[src/rtl/uart_transceiver_pkg.sv]
// Shared types and constants for the 8N1 UART transmit and receive engines.
// Holds the engine state encodings, frame constants and the divider helper.
// Both engines and the top level import this package.
package uart_transceiver_pkg;

  typedef enum logic [1:0] {
    TX_IDLE  = 2'd0,
    TX_START = 2'd1,
    TX_DATA  = 2'd2,
    TX_STOP  = 2'd3
  } tx_state_e;

  typedef enum logic [1:0] {
    RX_IDLE  = 2'd0,
    RX_START = 2'd1,
    RX_DATA  = 2'd2,
    RX_STOP  = 2'd3
  } rx_state_e;

  localparam int   DATA_BITS = 8;
  localparam logic START_BIT = 1'b0;
  localparam logic STOP_BIT  = 1'b1;

  // Clocks per serial bit; integer division truncates toward zero.
  function automatic int calc_div(input int clock_freq, input int baud_rate);
    return clock_freq / baud_rate;
  endfunction

endpackage

[src/rtl/uart_transceiver_rx.sv]
// Receive engine: synchronises rx, finds the start edge, samples mid-bit, checks the stop bit.
// Latency: 2 sync clocks + 1 edge-detect clock + DIV/2 to start check, then DIV per bit.
// Backpressure: none; a new good frame overwrites data_o, done_o is a level the host polls.
module uart_rx_engine
  import uart_transceiver_pkg::*;
#(
  parameter int DIV = 5208
) (
  input  logic       clk_i,
  input  logic       rst_i,
  input  logic       rx_i,
  output logic [7:0] data_o,
  output logic       done_o
);

  localparam int CNT_W = (DIV > 1) ? $clog2(DIV) : 1;
  localparam logic [CNT_W-1:0] BIT_LAST  = CNT_W'(DIV - 1);
  localparam logic [CNT_W-1:0] HALF_LAST = CNT_W'((DIV / 2) - 1);

  logic             meta_q;
  logic             sync_q;
  logic             prev_q;
  rx_state_e        state_q;
  logic [CNT_W-1:0] cnt_q;
  logic [2:0]       bit_q;
  logic [7:0]       shreg_q;
  logic [7:0]       data_q;
  logic             done_q;
  logic             fall_edge;

  // Two-flop synchroniser plus one delayed copy for falling-edge detection.
  always_ff @(posedge clk_i) begin
    if (rst_i) begin
      meta_q <= 1'b1;
      sync_q <= 1'b1;
      prev_q <= 1'b1;
    end else begin
      meta_q <= rx_i;
      sync_q <= meta_q;
      prev_q <= sync_q;
    end
  end

  // Only a high-to-low edge arms the receiver, so after a framing error
  // the line must return high before the next frame can start.
  assign fall_edge = prev_q & ~sync_q;

  // Frame sampler; done_q is cleared only once a start bit is confirmed so a glitch leaves it intact.
  always_ff @(posedge clk_i) begin
    if (rst_i) begin
      state_q <= RX_IDLE;
      cnt_q   <= '0;
      bit_q   <= '0;
      shreg_q <= '0;
      data_q  <= '0;
      done_q  <= 1'b0;
    end else begin
      case (state_q)
        RX_IDLE: begin
          cnt_q <= '0;
          bit_q <= '0;
          if (fall_edge) begin
            state_q <= RX_START;
          end
        end
        RX_START: begin
          if (cnt_q == HALF_LAST) begin
            cnt_q <= '0;
            if (sync_q == START_BIT) begin
              done_q  <= 1'b0;
              state_q <= RX_DATA;
            end else begin
              state_q <= RX_IDLE;
            end
          end else begin
            cnt_q <= cnt_q + 1'b1;
          end
        end
        RX_DATA: begin
          if (cnt_q == BIT_LAST) begin
            cnt_q   <= '0;
            shreg_q <= {sync_q, shreg_q[7:1]};
            if (bit_q == 3'(DATA_BITS - 1)) begin
              state_q <= RX_STOP;
            end else begin
              bit_q <= bit_q + 1'b1;
            end
          end else begin
            cnt_q <= cnt_q + 1'b1;
          end
        end
        RX_STOP: begin
          if (cnt_q == BIT_LAST) begin
            cnt_q   <= '0;
            state_q <= RX_IDLE;
            if (sync_q == STOP_BIT) begin
              data_q <= shreg_q;
              done_q <= 1'b1;
            end
          end else begin
            cnt_q <= cnt_q + 1'b1;
          end
        end
        default: state_q <= RX_IDLE;
      endcase
    end
  end

  assign data_o = data_q;
  assign done_o = done_q;

endmodule

[src/rtl/uart_transceiver_tx.sv]
// Transmit engine: serialises one latched byte as start, 8 data (LSB first), stop.
// Latency: tx falls one clock after start_i is accepted; done_o rises 10*DIV clocks after acceptance.
// Backpressure: start_i is only accepted in IDLE; requests during a frame are dropped.
module uart_tx_engine
  import uart_transceiver_pkg::*;
#(
  parameter int DIV = 5208
) (
  input  logic       clk_i,
  input  logic       rst_i,
  input  logic       start_i,
  input  logic [7:0] data_i,
  output logic       tx_o,
  output logic       done_o
);

  localparam int CNT_W = (DIV > 1) ? $clog2(DIV) : 1;
  localparam logic [CNT_W-1:0] BIT_LAST = CNT_W'(DIV - 1);

  tx_state_e        state_q;
  logic [CNT_W-1:0] cnt_q;
  logic [2:0]       bit_q;
  logic [7:0]       shreg_q;
  logic             tx_q;
  logic             done_q;
  logic             bit_end;

  assign bit_end = (cnt_q == BIT_LAST);

  // Frame sequencer; tx_q is driven from the current state so every level lasts DIV clocks.
  always_ff @(posedge clk_i) begin
    if (rst_i) begin
      state_q <= TX_IDLE;
      cnt_q   <= '0;
      bit_q   <= '0;
      shreg_q <= '0;
      tx_q    <= STOP_BIT;
      done_q  <= 1'b0;
    end else begin
      case (state_q)
        TX_IDLE: begin
          tx_q  <= STOP_BIT;
          cnt_q <= '0;
          bit_q <= '0;
          if (start_i) begin
            shreg_q <= data_i;
            done_q  <= 1'b0;
            state_q <= TX_START;
          end
        end
        TX_START: begin
          tx_q <= START_BIT;
          if (bit_end) begin
            cnt_q   <= '0;
            state_q <= TX_DATA;
          end else begin
            cnt_q <= cnt_q + 1'b1;
          end
        end
        TX_DATA: begin
          tx_q <= shreg_q[0];
          if (bit_end) begin
            cnt_q   <= '0;
            shreg_q <= {1'b0, shreg_q[7:1]};
            if (bit_q == 3'(DATA_BITS - 1)) begin
              state_q <= TX_STOP;
            end else begin
              bit_q <= bit_q + 1'b1;
            end
          end else begin
            cnt_q <= cnt_q + 1'b1;
          end
        end
        TX_STOP: begin
          tx_q <= STOP_BIT;
          if (bit_end) begin
            cnt_q   <= '0;
            done_q  <= 1'b1;
            state_q <= TX_IDLE;
          end else begin
            cnt_q <= cnt_q + 1'b1;
          end
        end
        default: state_q <= TX_IDLE;
      endcase
    end
  end

  assign tx_o   = tx_q;
  assign done_o = done_q;

endmodule

[src/rtl/uart_transceiver.sv]
// Full-duplex 8N1 UART: independent transmit and receive engines sharing one clock divider ratio.
// Latency: see the engines; the top adds no registers.
// Backpressure: start_tx is ignored while a frame is in flight; completion flags are held levels.
module uart_transceiver
  import uart_transceiver_pkg::*;
#(
  parameter int BAUD_RATE  = 9600,
  parameter int CLOCK_FREQ = 50000000
) (
  input  logic       clk,
  input  logic       rst,
  input  logic       rx,
  output logic       tx,
  input  logic [7:0] tx_data_in,
  input  logic       start_tx,
  output logic       tx_done,
  output logic [7:0] rx_data_out,
  output logic       rx_done
);

  localparam int DIV = calc_div(CLOCK_FREQ, BAUD_RATE);

  uart_tx_engine #(.DIV(DIV)) u_tx (
    .clk_i   (clk),
    .rst_i   (rst),
    .start_i (start_tx),
    .data_i  (tx_data_in),
    .tx_o    (tx),
    .done_o  (tx_done)
  );

  uart_rx_engine #(.DIV(DIV)) u_rx (
    .clk_i  (clk),
    .rst_i  (rst),
    .rx_i   (rx),
    .data_o (rx_data_out),
    .done_o (rx_done)
  );

endmodule

[config.mk]
export PLATFORM = sky130hd
export DESIGN_NAME = uart_transceiver
export DESIGN_NICKNAME = d
export VERILOG_FILES = /design/src/rtl/uart_transceiver_pkg.sv /design/src/rtl/uart_transceiver_rx.sv /design/src/rtl/uart_transceiver_tx.sv /design/src/rtl/uart_transceiver.sv
export SDC_FILE = /design/constraint.sdc
export NUM_CORES = 1
export LEC_CHECK = 0
export ABC_AREA = 1
export CAP_MARGIN = 10
export CORE_ASPECT_RATIO = 0.9
export CORE_MARGIN = 8
export CORE_UTILIZATION = 25
export CTS_CLUSTER_DIAMETER = 200
export DETAILED_ROUTE_END_ITERATION = 8
export PLACE_DENSITY = 0.47
export SKIP_LAST_GASP = 1
export SLEW_MARGIN = 15
export SYNTH_ARGS = -nofsm -noshare
export SYNTH_HDL_FRONTEND = slang
export SYNTH_SLANG_ARGS = --single-unit
[constraint.sdc]
create_clock -name clk -period 1.9 [get_ports clk]
set_input_delay 0.57 -clock clk [delete_from_list [all_inputs] [get_ports clk]]
set_output_delay 0.57 -clock clk [all_outputs]
set_load 0.01 [all_outputs]
* Yosys cells after proc, flatten, opt, wreduce, memory -nomap -nowiden *
Cells that the tools add are included.

word-level totals
  register bits after elaboration = 66
  output and inout bits = 11

operators by class
  add/sub/neg operators = 4
  eq/ne operators = 25
  mux-type cells = 36
  bitwise logic cells = 2
  reduce and logical (&&, ||, !) cells = 18

operators by type and width
  operator                 number
  $mux W13                 3
  $pmux W13 S3             1
  $add A13 B1 Y13 const B  2
  $eq A13 B13 Y1 const B   2
  $pmux W13 S2             1
  $mux W2                  11
  $ne A2 B1 Y1 const B     10
  $mux W8                  2
  $pmux W2 S4              2
  $pmux W8 S2              1
  $reduce_and A3 Y1        5
  $reduce_and A5 Y1        3
  $eq A13 B12 Y1 const B   1
  $mux W3                  4
  $pmux W3 S2              2
  $eq A2 B2 Y1 const B     4
  $ne A2 B2 Y1 const B     4
  $reduce_bool A2 Y1       4
  $add A3 B1 Y3 const B    2
  $eq A3 B3 Y1 const B     2
  $mux W1                  6
  $eq A2 B1 Y1 const B     2
  $logic_not A2 Y1         2
  $pmux W1 S2              2
  6 further kinds          7

* Longest topological paths before layout *
Gate-level depths: netlist of run 1.

  word-level depth = 4
  mapped depth = 11
  depth with buffers taken out = 11

* Hierarchy *
A second synthesis of run 1 with hierarchy kept.

second synthesis, totals
  cell total of the unflattened synthesis = 466
  area total of the unflattened synthesis = 3347.0 um^2

by module, submodules not included
  module          instances  cells each  area an instance (um^2)  seq. area each (um^2)
  uart_rx_engine  1          239         1780.5                   760.7
  uart_tx_engine  1          227         1566.5                   560.5

* Least setup slack after synthesis of run 1 *
OpenSTA, ideal clock, no wires.

  kind = register -> register
  from = register u_tx.state_q[0]
  to = register u_tx.state_q[1]
  setup time = 119 ps
  arrival time = 1345 ps
  data required time = 1781 ps
  slack = 436 ps
  cell stages (with the launch flop) = 10
  clock period less this slack = 1464 ps
  cells stage by stage = dfxtp_1 -> inv_1 -> ha_1 -> inv_1 -> clkbuf_1 -> o21ai_1 -> inv_1 -> nand2_1 -> o21ai_0 -> a21oi_1

between the ends
  word-level cells in the longest chain between the ends = 3
  elaborated cells between the ends (all ways) = 11

ends and longest elaborated chain
  element                                                        line                       text
  start: declaration                                             uart_transceiver_tx.sv:20  tx_state_e state_q;
  start signal: assignment                                       uart_transceiver_tx.sv:33  state_q <= TX_IDLE;
  start signal: assignment                                       uart_transceiver_tx.sv:48  state_q <= TX_START;
  start signal: assignment                                       uart_transceiver_tx.sv:55  state_q <= TX_DATA;
  $eq A2 B2 Y1 (tied with other cells)                           uart_transceiver_tx.sv:40  case (state_q)
  $ne A2 B1 Y1 (no line) / $ne A2 B2 Y1 (equally long branches)  -
  $reduce_and A5 Y1 (no line)                                    -

Several ways; a longest one is shown, not always the timed one.
A chain may end at the register's enable or synchronous reset.

* Worst setup path after layout of run 1 *
  from = register u_tx.done_q (netlist: u_tx.done_o)
  to = output port tx_done

RTL lines
  element                   line                       text
  start: declaration        uart_transceiver_tx.sv:25  logic done_q;
  start signal: assignment  uart_transceiver_tx.sv:38  done_q <= 1'b0;
  start signal: assignment  uart_transceiver_tx.sv:47  done_q <= 1'b0;
  start signal: assignment  uart_transceiver_tx.sv:78  done_q <= 1'b1;
  end: declaration          uart_transceiver.sv:16     output logic tx_done,

No word-level cell between the ends.

==> results of run 1 <==
layout by cell type, fill, tap and decap left out, types with 2 or more instances in the layout:
master	count
inv_2	6
xor2_1	7
nor2_2	3
nor3_2	6
nor2_1	64
clkbuf_8	2
o21ai_1	3
o21ai_0	21
or2_2	3
nor3_1	8
nand3_1	9
clkbuf_16	9
clkinv_2	4
nor3b_2	5
a21oi_1	27
clkdlybuf4s50_1	22
buf_4	13
nand4_1	17
nor2_4	4
nand2_1	91
ha_1	10
nand2_2	3
dfxtp_1	66
inv_1	35
nand3_2	6
logic make-up after synthesis:
| group | share of synthesized area [%] |
|---|---|
| fa+ha+maj | 4.01 |
| buf+inv | 6.86 |
| flops | 42.3 |
| simple gates | 35.9 |
| compound gates | 8.62 |
| xor+xnor | 2.25 |
how the worst max path moves through the flow:
stage,to,slack [ns],cells past startpoint
finish,tx_done,0.1,1
detailed placement,u_tx.shreg_q[5],-0.0004,5
global placement,u_tx.shreg_q[5],0.07,5
CTS,tx_done,0.05,1
global route,u_rx.shreg_q[1],0.01,6
floorplan,u_tx.state_q[1],0.44,9
metal layers:
metal  up-vias  wire [um]  track usage [%]
met5         -          0                0
met4         0        129             4.13
met3        14        290             2.84
met2        37       2960             14.0
met1      1193       3150             10.4
li1       1421          -                -
cells in the mapped netlist (3+ instances only):
cell / count
nand2_1: 91
dfxtp_1: 66
nor2_1: 64
inv_1: 35
a21oi_1: 27
o21ai_0: 21
nand4_1: 17
nand3_1: 11
ha_1: 10
nor3_1: 8
clkbuf_1: 7
xor2_1: 7
inv_2: 6
nor3_2: 6
nor3b_2: 5
nand2_2: 4
nand3_2: 4
nor2_4: 4
nor2_2: 3
o21ai_1: 3
or2_2: 3
sequential cells by signal (all words and copies together), names as in the netlist, named ones only:
register / flops
u_rx.bit_q: 3
u_rx.cnt_q: 13
u_rx.data_o: 8
u_rx.done_o: 1
u_rx.meta_q: 1
u_rx.prev_q: 1
u_rx.shreg_q: 8
u_rx.state_q: 1
u_rx.sync_q: 1
u_tx.bit_q: 3
u_tx.cnt_q: 13
u_tx.done_o: 1
u_tx.shreg_q: 8
u_tx.state_q: 2
u_tx.tx_o: 1
per-stage QoR:
step | setup WS [ns] | TNS (ns)
after floorplan | 0.436 | 0
after global placement | 0.0662 | 0
after detailed placement | -0.000420 | -0.000420
after CTS | 0.0489 | 0
after global routing | 0.0130 | 0
final | 0.0962 | 0
power breakdown:
group	internal [W]	total, W	leakage, nW	switching [W]
registers	0.00150	0.00156	0.534	0.0000646
clock network	0.000939	0.00151	0.138	0.000567
logic	0.000385	0.000963	0.860	0.000579
total	0.00282	0.00403	1.53	0.00121
area by class of cell:
type / instances / share of cell area (%)
Multi-Input combinational cell: 298 / 41.1
Sequential cell: 66 / 34.0
Timing Repair Buffer: 36 / 8.68
Clock buffer: 12 / 6.59
Tap cell: 160 / 5.15
Inverter: 42 / 4.08
Clock inverter: 3 / 0.386
==> reports/results.txt, run 1 <==
Clock Sinks: 66
ys flop type: dfxtp_1
first-pass GRT wire length: 11.7 mm
total power: 0.00403 W
Area after DPL: 3600 um2
crit path kind: flip-flop to output pin
Cell Area, Synth: 3120 um2
reg-to-reg endpoint: u_rx.cnt_q[12]
Buf/Inv on CP: 1
wire per inst: 10.6 um
hold path start: u_rx.meta_q
hold depth: 1
Die Span Y: 122 um
clock tree buffer depth: 2
crit-path leading delay family: buffers and inverters
Synth area leader: dfxtp_1
WL final: 6.53 mm
port bufs: 22
clk root buf: clkbuf_16
vias in the first global route: 2532
Post-Synthesis Cells: 417
Endpoint, Worst Hold: u_rx.sync_q
Yosys cell types: 35
Worst-Skew Late Latency: 0.32 ns
drt pass-1 iters: 4
Post-synth EDFFs: 0
leakage: 1.53 nW
critical path startpoint category: flip-flop
I/O pins: 23
Post-Syn Area per Cell: 7.48 um2
CP Capture Type: output pin
DRT iter0 DRCs: 119
synth warn: 0
worst vdd ir: 0.464 mV
Placed Cells: 602
Final #Nets: 475
post-route insts no fill: 617
Yosys reg bits: 66
max-cap violations: 0
Die W: 134 um
Seq/Total Area, Yosys: 42.3%
FF/Latch Area: 1320 um2
GP Congestion: 0.757
CTS resizes: 0
Filler cells: 1315
Hold Crit Class: flip-flop to flip-flop
largest net degree at the start of global routing: 21
post-layout util: 32.1%
status: finished clean
initial core utilization: 25.7%
Inserted Clock Buffers: 9
GRT overflow: 0
FP Rows: 38
worst reg2reg path depth: 8
Post-CTS Setup Bufs: 0
share of the synthesized area in the top cell type: 42.3%
Slowest cell on crit path: clkdlybuf4s50_1
final hold vios: 0
Hold Buf Count CTS: 0
clock skew: 0.00341 ns
Tmin final: 1.80 ns
max-slew violation count: 0
Achievable Freq: 554 MHz
fin area: 3890 um2
Vias/cell: 4.32
Synth Net Count: 439
synth top area cells: dfxtp_1, nand2_1, nor2_1
Worst-path clk slew: 0.05 ns
drt drc: 0
HPWL after detailed placement: 4.85 mm
hold slack final: 0.410 ns
H-tree Lvls: 3
antenna diode count: 0
Tcrit/Tclk final: 94.9%
unrepaired setup endpoints after global routing: false
pwr dens: 1040 nW/um2
slew margin rel.: 73.3%
antenna violations before repair: 0
final setup violation count: 0
layout cell share with drive strength beyond 1: 14.9%
Multi-input gate area: 1600 um2
Die Area: 16300 um2
Routed Antenna Nets: 0
reg-to-reg startpoint: u_rx.cnt_q[0]
CP cell instances: clkdlybuf4s50_1
slowest stage delay, CP: 0.55 ns
gr usage total: 8.72%
vias: 2665
Slew @ Worst Pin: 0.398 ns
Worst Setup SP: u_tx.done_o
CTS tree: built
register-to-register setup slack: 0.25 ns
Critical Path AT: 1.23 ns
Post-synth ARST share: 0%
Critical Path RT: 1.33 ns
CORE AREA: 12100 um2
Syn-to-layout area delta: 24.7%
crit-path max FO: 2
Power figures use the tool's default switching activity.
==> inputs of run 2 (changes only) <==
--- a/config.mk
+++ b/config.mk
@@ -9,10 +9,10 @@
 export CAP_MARGIN = 10
 export CORE_ASPECT_RATIO = 0.9
 export CORE_MARGIN = 8
-export CORE_UTILIZATION = 25
+export CORE_UTILIZATION = 48
 export CTS_CLUSTER_DIAMETER = 200
 export DETAILED_ROUTE_END_ITERATION = 8
-export PLACE_DENSITY = 0.47
+export PLACE_DENSITY = 0.73
 export SKIP_LAST_GASP = 1
 export SLEW_MARGIN = 15
 export SYNTH_ARGS = -nofsm -noshare
==> reports/results.txt, run 2 (synthesis gave the netlist of run 1 again) <==
reg-to-reg startpoint: u_rx.cnt_q[0]
Filler cells: 610
Worst Setup SP: u_rx.done_o
Worst-path clk slew: 0.07 ns
register-to-register setup slack: 0.21 ns
final hold vios: 0
pwr dens: 986 nW/um2
gr usage total: 14.3%
Sw Pwr: 0.00117 W
Switching Share: 32.3%
Inserted Clock Buffers: 9
CP Capture Point: rx_done
antenna diode count: 0
Die W: 101 um
GRT overflow: 0
Largest regs: u_rx.cnt_q: 13 flops, u_tx.cnt_q: 13 flops
CORE AREA: 6450 um2
Slowest cell on crit path: clkdlybuf4s50_1
Comb pwr share: 25.6%
final setup violation count: 0
I/O pins: 23
leakage: 1.47 nW
Vias/cell: 4.93
port bufs: 22
Tmin final: 1.80 ns
WL final: 5.99 mm
CTS tree: built
Worst-Skew Late Latency: 0.34 ns
Slew @ Worst Pin: 0.357 ns
unrepaired setup endpoints after global routing: false
critical path startpoint category: flip-flop
most frequent cells in the layout: nand2_1, dfxtp_1, nor2_1, inv_1, a21oi_1
Final #Nets: 472
Hold Crit Class: flip-flop to flip-flop
crit-path leading delay family: buffers and inverters
Final TNS setup: 0 ns
DRT iter0 DRCs: 63
CP cell instances: clkdlybuf4s50_1
Multi-input gate area: 1590 um2
wire per inst: 11.0 um
vias in the first global route: 2580
FF/Latch Area: 1320 um2
Die Area: 9340 um2
clk root buf: clkbuf_8
Clock Sinks: 66
most common cell after layout, fill and taps aside: nand2_1
Critical Path RT: 1.33 ns
power share of the clock group: 31.5%
Tcrit/Tclk final: 94.6%
slew margin rel.: 76.0%
Achievable Freq: 556 MHz
Critical Path AT: 1.23 ns
clock tree buffer depth: 2
slowest stage delay, CP: 0.55 ns
crit-path max FO: 2
HPWL after detailed placement: 4.47 mm
worst vdd ir: 0.612 mV
reg-to-reg endpoint: u_rx.cnt_q[11]
worst reg2reg path depth: 8
first-pass GRT wire length: 11.0 mm
Die Span Y: 92.5 um
GP Congestion: 0.794
layout cell share with drive strength beyond 1: 14.5%
Seq pwr share: 42.9%
Hold Buf Count CTS: 0
vias: 2686
status: finished clean
Buf/Inv on CP: 1
crit path kind: flip-flop to output pin
H-tree Lvls: 3
initial core utilization: 48.4%
largest net degree at the start of global routing: 21
max-cap violations: 0
FP Rows: 28
clock skew: 0.00592 ns
Internal Pwr Total: 0.00245 W
max-slew violation count: 0
drt pass-1 iters: 4
CP Capture Type: output pin
Levels on crit path: 1
Post-CTS Setup Bufs: 0
Syn-to-layout area delta: 17.9%
drt drc: 0
antenna violations before repair: 0
hold slack final: 0.411 ns
Routed Antenna Nets: 0
==> run 2: cell count changes in the layout (fill, tap and decap cells not counted) <==
cell / previous run / this run
buf_12: 1 / 0
buf_4: 13 / 11
bufinv_16: 0 / 1
clkbuf_1: 1 / 0
clkbuf_16: 9 / 0
clkbuf_8: 2 / 9
clkinv_4: 0 / 2
clkinvlp_4: 0 / 1
nand2_2: 3 / 4
nand2_4: 1 / 0
nand3_1: 9 / 10
nand3_2: 6 / 5
==> run 2: area by class of cell <==
cell class	instances	area share [%]
well taps	90	3.06
clock buffers	9	3.37
flip-flops and latches	66	35.9
inverters	42	4.32
repair buffers	33	8.23
multi-input cells	298	43.2
clock inverters	7	1.90
==> run 2: power groups by stage <==
stage / clock network, W / logic (W) / registers, W
after detailed placement: 0 / 0.000914 / 0.00158
final: 0.00114 / 0.000930 / 0.00155
after CTS: 0.00119 / 0.000920 / 0.00155
after global placement: 0 / 0.000895 / 0.00158
after floorplan: 0 / 0.000640 / 0.00158
after global routing: 0.00125 / 0.00106 / 0.00157
==> run 2: how the worst min path moves through the flow <==
stage | from | slack [ns] | to | cells past startpoint
6_report | u_rx.meta_q | 0.41 | u_rx.sync_q | 1
3_5_place_dp | u_rx.meta_q | 0.40 | u_rx.sync_q | 1
3_3_place_gp | u_rx.meta_q | 0.39 | u_rx.sync_q | 1
4_1_cts | u_rx.meta_q | 0.41 | u_rx.sync_q | 1
2_1_floorplan | u_rx.meta_q | 0.39 | u_rx.sync_q | 1
5_1_grt | u_rx.meta_q | 0.43 | u_rx.sync_q | 1
==> run 2: metal layers <==
layer | GRT usage, % | vias to the layer above | wire, um
li1 | - | 1418 | -
met1 | 16.3 | 1220 | 2950
met2 | 24.0 | 35 | 2740
met3 | 4.95 | 13 | 182
met4 | 5.82 | 0 | 123
met5 | 0 | - | 0
==> run 2: per-stage QoR <==
step | util, % | cell area (um2) | setup WS [ns] | total power (W) | cells
2_1_floorplan | - | 3120 | 0.436 | 0.00222 | 417
3_3_place_gp | 54.0 | 3480 | 0.0784 | 0.00248 | 529
3_5_place_dp | 54.0 | 3480 | 0.0326 | 0.00250 | 529
4_1_cts | 57.0 | 3670 | 0.0678 | 0.00366 | 545
5_1_grt | 57.1 | 3680 | 0.0168 | 0.00387 | 545
6_report | 57.1 | 3680 | 0.103 | 0.00363 | 545
==> run 2: timing repair <==
item | 4_1_cts | 5_1_grt
gates resized for setup | 0 | 1
setup endpoints to repair | 0 | 8
endpoints found under the hold margin | 0 | 0
